===== src/rtl/ram_dump_ctrl.sv =====
// Streams a RAM address range out through a valid/ready port, one word per FETCH/LOAD/SEND pass.
// Optional running checksum of accepted words is built when RAM_DUMP_CHECKSUM_EN is defined.
module ram_dump_ctrl #(
  parameter int DATA_WIDTH = 8,
  parameter int ADDR_WIDTH = 10
) (
  input  logic                  clk,
  input  logic                  reset,
  input  logic                  start,
  input  logic [ADDR_WIDTH-1:0] addr_start,
  input  logic [ADDR_WIDTH-1:0] addr_end,
  output logic [ADDR_WIDTH-1:0] ram_addr,
  input  logic [DATA_WIDTH-1:0] ram_q,
  output logic [DATA_WIDTH-1:0] dout,
  output logic                  dout_valid,
  input  logic                  dout_ready,
  output logic                  busy,
  output logic                  done_tick,
  output logic [DATA_WIDTH-1:0] checksum
);

  typedef enum logic [1:0] {IDLE, FETCH, LOAD, SEND} state_t;

  state_t                  state, state_next;
  logic [ADDR_WIDTH-1:0]   end_addr;
  logic                    accept;
  logic                    last;

  assign accept = (state == SEND) && dout_ready;
  assign last   = (ram_addr == end_addr);

  always_ff @(posedge clk) begin
    if (reset) state <= IDLE;
    else       state <= state_next;
  end

  always_comb begin
    state_next = state;
    case (state)
      IDLE:    if (start) state_next = FETCH;
      FETCH:   state_next = LOAD;
      LOAD:    state_next = SEND;
      SEND:    if (dout_ready) state_next = last ? IDLE : FETCH;
      default: state_next = IDLE;
    endcase
  end

  always_comb begin
    busy       = (state != IDLE);
    dout_valid = (state == SEND);
  end

  // Range endpoints are captured at the start edge so later input changes cannot disturb a dump.
  always_ff @(posedge clk) begin
    if (reset) begin
      ram_addr  <= '0;
      end_addr  <= '0;
      dout      <= '0;
      done_tick <= 1'b0;
    end else begin
      done_tick <= accept && last;
      case (state)
        IDLE: if (start) begin
          ram_addr <= addr_start;
          end_addr <= addr_end;
        end
        LOAD: dout <= ram_q;
        SEND: if (accept && !last) ram_addr <= ram_addr + ADDR_WIDTH'(1);
        default: ;
      endcase
    end
  end

`ifdef RAM_DUMP_CHECKSUM_EN
  logic [DATA_WIDTH-1:0] sum;

  always_ff @(posedge clk) begin
    if (reset)                        sum <= '0;
    else if ((state == IDLE) && start) sum <= '0;
    else if (accept)                  sum <= sum + dout;
  end

  assign checksum = sum;
`else
  assign checksum = '0;
`endif

endmodule

===== config.mk =====
export PLATFORM = sky130hd
export DESIGN_NAME = ram_dump_ctrl
export DESIGN_NICKNAME = d
export VERILOG_FILES = /design/src/rtl/ram_dump_ctrl.sv
export SDC_FILE = /design/constraint.sdc
export NUM_CORES = 1
export LEC_CHECK = 0
export CAP_MARGIN = 20
export CORE_AREA = 2 2 54 56
export DETAILED_ROUTE_END_ITERATION = 8
export DIE_AREA = 0 0 56 58
export DONT_BUFFER_PORTS = 1
export PLACE_DENSITY_LB_ADDON = 0.1
export REMOVE_ABC_BUFFERS = 1
export SKIP_LAST_GASP = 1
export SYNTH_ARGS = -nofsm -noshare
export SYNTH_HDL_FRONTEND = slang
export SYNTH_SLANG_ARGS = --single-unit

===== constraint.sdc =====
create_clock -name clk -period 3.7 [get_ports clk]
set_clock_uncertainty 0.1 [all_clocks]
set_input_delay 0.74 -clock clk [delete_from_list [all_inputs] [get_ports clk]]
set_output_delay 0.74 -clock clk [all_outputs]
set_load 0.005 [all_outputs]

; Yosys cells after proc, flatten, opt, wreduce, memory -nomap -nowiden
; Cells that the tools add are included.
[word_totals]
register_bits = 31
inputBits = 32
out_inout_bits = 29
wordCells = 30
[op_classes]
addsub = 1
n_eq_ne = 7
n_mux = 7
reduce_logical = 10
[ops]
columns = op, count
row1 = 10-bit two-way mux, 2
row2 = 10-bit case mux with 2 select lines, 1
row3 = "10-bit by 1-bit adder with 10-bit output, second input constant", 1
row4 = 10-bit equality test, 1
row5 = 2-bit case mux with 4 select lines, 1
row6 = "2-bit equality test, second input constant", 2
row7 = 2-bit two-way mux, 2
row8 = "2-bit by 1-bit inequality test with 1-bit output, second input constant", 2
row9 = 2-bit AND reduction, 2
row10 = 2-bit nonzero test, 2
row11 = 1-bit logical AND, 3
row12 = 3-bit AND reduction, 1
row13 = "2-bit by 1-bit equality test with 1-bit output, second input constant", 1
row14 = 2-bit logical NOT, 1
row15 = "2-bit inequality test, second input constant", 1
row16 = 1-bit logical NOT, 1
row17 = 1-bit two-way mux, 1

; Logic depth before layout (Yosys ltp)
[depth]
word_depth = 5
ltp_mapped = 7
mapped_depth_nobuf = 6

; Least setup slack after synthesis
; No wires, ideal clock.
[synth_path]
kind = in2reg
startpoint = input port dout_ready
endpoint = register ram_addr[7]
setup_ns = 0.116
t_arrival_ns = 1.819
t_required_ns = 3.484
path_slack_ns = 1.665
path_stages = 6
path_buffers = 1
cell_sequence = inv_1 a22oi_2 o21a_1 buf_1 a311oi_2 a41o_1
[synth_between]
elab_chain_cells = 4
[synth_rtl]
columns = element, line
row1 = start: declaration, 16  ; input logic dout_ready,
row2 = 1-bit logical AND, 29  ; assign accept = (state == SEND) && dout_ready;
row3 = 1-bit logical AND, 68  ; SEND: if (accept && !last) ram_addr <= ram_addr + ADDR_WIDTH'(1);
row4 = 2-bit by 1-bit inequality test with 1-bit output (no source line), --
row5 = 3-bit AND reduction (no source line), --
row6 = end signal: assignment, 64  ; ram_addr <= addr_start;
row7 = end signal: assignment, 68
row8 = end: declaration, 12  ; output logic [ADDR_WIDTH-1:0] ram_addr,
; Every way passes these cells.
; A chain may end at the register's enable or synchronous reset.

; Worst setup path after layout
[layout_path]
startpoint = register state[1]
endpoint = register ram_addr[0]
[layout_between]
elab_chain_cells = 5
word_cells_on_any_way = 9
classes_between = eq/ne (3) / mux (1) / reduce/logical (5)
[layout_rtl]
columns = element, line
row1 = start: declaration, 24  ; state_t state, state_next;
row2 = start signal: assignment, 34  ; else state <= state_next;
row3 = 2-bit equality test *, --
row4 = via dout_valid, 15  ; output logic dout_valid,
row5 = 1-bit logical AND, 29
row6 = 1-bit logical AND, 68
row7 = 2-bit by 1-bit inequality test with 1-bit output (no source line), --
row8 = 3-bit AND reduction (no source line), --
; Mark *: on every way through the listed nets, which the timed path passes. The rest lies on a longest branch.

==> impl_metrics.tcl <==
set metrics [dict create \
    outcome "finished, final reports clean" \
    whs_endpoint "end_addr[4]$_SDFFE_PP0P_" \
    grtUsageTotal 0.222 \
    crit_required_ns 3.83 \
    synthSimpleGateAreaFrac 0.174 \
    final_common_cell "dfxtp_1" \
    tightest_slew_ns 1.06 \
    fin_util 0.640 \
    cp.depth 4 \
    r2r_cells 4 \
    clock_latency_ns 0.33 \
    cts_tree "yes" \
    cp_data_arrival_time_ns 2.82 \
    finalPower_uw 1270 \
    ys_ff_latch 31 \
    synth-xor-area-share 0.0519 \
    fin_crit_sh 0.725 \
    post_drt_wl_per_cell_um 15.1 \
    die-height_um 58 \
    post_cts_resized 0 \
    syn_inst 198 \
    avgViaCountPerCell 5.93 \
    start_util 0.633 \
    setup_viol 0 \
    wirelength_mm 3.39 \
    rows 19 \
    slew_violations 0 \
    die_width_um 56 \
    slew_headroom 0.293 \
    drt_iter0_drc 65 \
    route.detailed.drc 0 \
    num_antenna_cells 0 \
    synth.distinct_cells 37 \
    reg2reg_slack_ns 1.02 \
    grt_pass1_vias 1356 \
    maxCapViolCount 0 \
    rsz0062_at_grt "false" \
    grt_pass1_wl_mm 5.60 \
    place_ws_ns 1.07 \
    cp.buffers_inverters 0 \
    crit_chain "ha_1 > o21a_1 > nand2_1 > o41ai_1" \
    num_vias 1335 \
    leakage_uw 0.000673 \
    crit_fanout 27 \
    synthAdderAreaFrac 0.0371 \
    fin_nets 230 \
    p_per_area_mw_per_mm2 748 \
    root_buffer "clkbuf_4" \
    layout-drive-gt1-share 0.0773 \
    grt_max_degree 39 \
    min_from "reset" \
    h-tree-depth 2 \
    irDropWorstVdd_mv 0.534 \
    yosys.area.top_type "dfxtp_1" \
    dp_hpwl_mm 2.50 \
    synthToLayoutAreaGrowth_pct 0.964 \
    synth_top_area_frac 0.368 \
    layout_common_cells "dfxtp_1, nand2_1, nor2_1" \
    synth_top_family_by_area "simple AND/OR/NAND/NOR gates" \
    post-cts-setup-buffers 0 \
    yosysWarningCount 0 \
    first_pass_iters 5 \
    r2r-end "ram_addr[0]$_SDFFE_PP0P_" \
    cts_buffer_depth 2 \
    clock-sinks 31 \
    io_buffers 0 \
    cp_slowest_cell "ha_1" \
    antenna_found_initial 0 \
    place_congestion 0.754 \
    ctsHoldBuffers 0 \
    instances_no_fill 225 \
    reg2reg_from "state[1]$_SDFFE_PP0P_" \
    syn_area_per_cell_um2 8.52 \
    synth_compound_area_frac 0.172 \
    synth.mux.area_fraction 0.0957 \
    cp-end-kind "flip-flop" \
    cts_made_buffers 5 \
    seq_area_frac_synth 0.368 \
    dieArea_mm2 0.00325 \
    path_class "reg -> reg" \
    min_path_cells 1 \
    cp_slowest_stage_delay_ns 0.89 \
    worstHoldPathType "in -> reg" \
    startpoint_type "flip-flop" \
    hold_violations 0 \
    pin_count 61 \
    ant_nets 0 \
    syn_area_mm2 0.00169 \
    post-route-min-period_ns 2.68 \
    fin_tns_setup_ns 0 \
    fp.coreArea_mm2 0.00266 \
    synth.area.top_cells "dfxtp_1, mux2i_1, nand2_1, xor2_1, a311o_1" \
    grt_overflow_total 0 \
    setup_ws_ns 1.02 \
    cp_top_family "adder cells" \
    cts.clk_slew.worst_paths_ns 0.10 \
    fmax_ghz 0.373 \
    dpl.cell_count 217 \
]
## sequential cells by signal, indices dropped and copies added, names as in the netlist
signal     flops
done_tick      1
ram_addr      10
state          2
dout           8
end_addr      10
## how the worst max path moves through the flow
stage,endpoint,start,slack [ns]
3_5_place_dp,ram_addr[0]$_SDFFE_PP0P_,state[1]$_SDFFE_PP0P_,1.07
3_3_place_gp,ram_addr[0]$_SDFFE_PP0P_,state[1]$_SDFFE_PP0P_,1.16
4_1_cts,ram_addr[0]$_SDFFE_PP0P_,state[1]$_SDFFE_PP0P_,1.04
2_1_floorplan,ram_addr[0]$_SDFFE_PP0P_,state[1]$_SDFFE_PP0P_,1.53
6_report,ram_addr[0]$_SDFFE_PP0P_,state[1]$_SDFFE_PP0P_,1.02
5_1_grt,ram_addr[0]$_SDFFE_PP0P_,state[1]$_SDFFE_PP0P_,0.77
## cell families after synthesis
group | after synthesis
AO/OA/AOI/OAI | 40
flip-flops | 31
AND/OR/NAND/NOR | 63
buffers and inverters | 32
multiplexers | 16
adder cells (fa/ha/maj) | 5
other | 1
XOR/XNOR | 10
## synth_stat cells, drive strengths merged
master	instances
inv	13
a311oi	3
nand3b	1
ha	5
nand2	28
o21a	1
a21oi	12
nor2b	1
conb	1
o31ai	5
a41o	1
a311o	7
mux2i	15
or3	2
clkbuf	5
nor2	16
buf	14
o22ai	1
nand3	5
dfxtp	31
o21ai	5
a22oi	1
nor4	2
a211oi	1
xor2	10
nand2b	2
nor3	3
o41ai	1
a31oi	2
mux2	1
nand4	3
## through the flow
stage	cell area [µm²]	hold slack, ns
3_3_place_gp	1630	0.351
3_5_place_dp	1630	0.359
6_report	1700	0.370
2_1_floorplan	1600	0.342
4_1_cts	1700	0.356
5_1_grt	1700	0.345
## cell type report
class | count | area, µm²
clock buffer | 8 | 68.8
fill | 244 | 960
tap | 31 | 38.8
inverter | 13 | 48.8
multi-input combinational | 142 | 926
sequential | 31 | 621
## power breakdown
group / switching, µW / total, µW / internal (µW)
registers: 129 / 559 / 430
clock network: 113 / 225 / 112
logic: 288 / 491 / 203
total: 530 / 1270 / 744
## per-layer routing
| layer | vias up | global-route usage | wire length, µm |
|---|---|---|---|
| li1 | 662 | - | - |
| met1 | 599 | 0.232 | 1370 |
| met2 | 66 | 0.387 | 1600 |
| met3 | 8 | 0.103 | 361 |
| met4 | 0 | 0.0952 | 64 |
| met5 | - | 0 | 0 |
## worst reg2reg max path, stage by stage, from the launching register on
cell and delay [ns]:
dfxtp_1 0.40, ha_1 0.89, o21a_1 0.53, nand2_1 0.30
o41ai_1 0.37
Power figures use the tool's default switching activity.
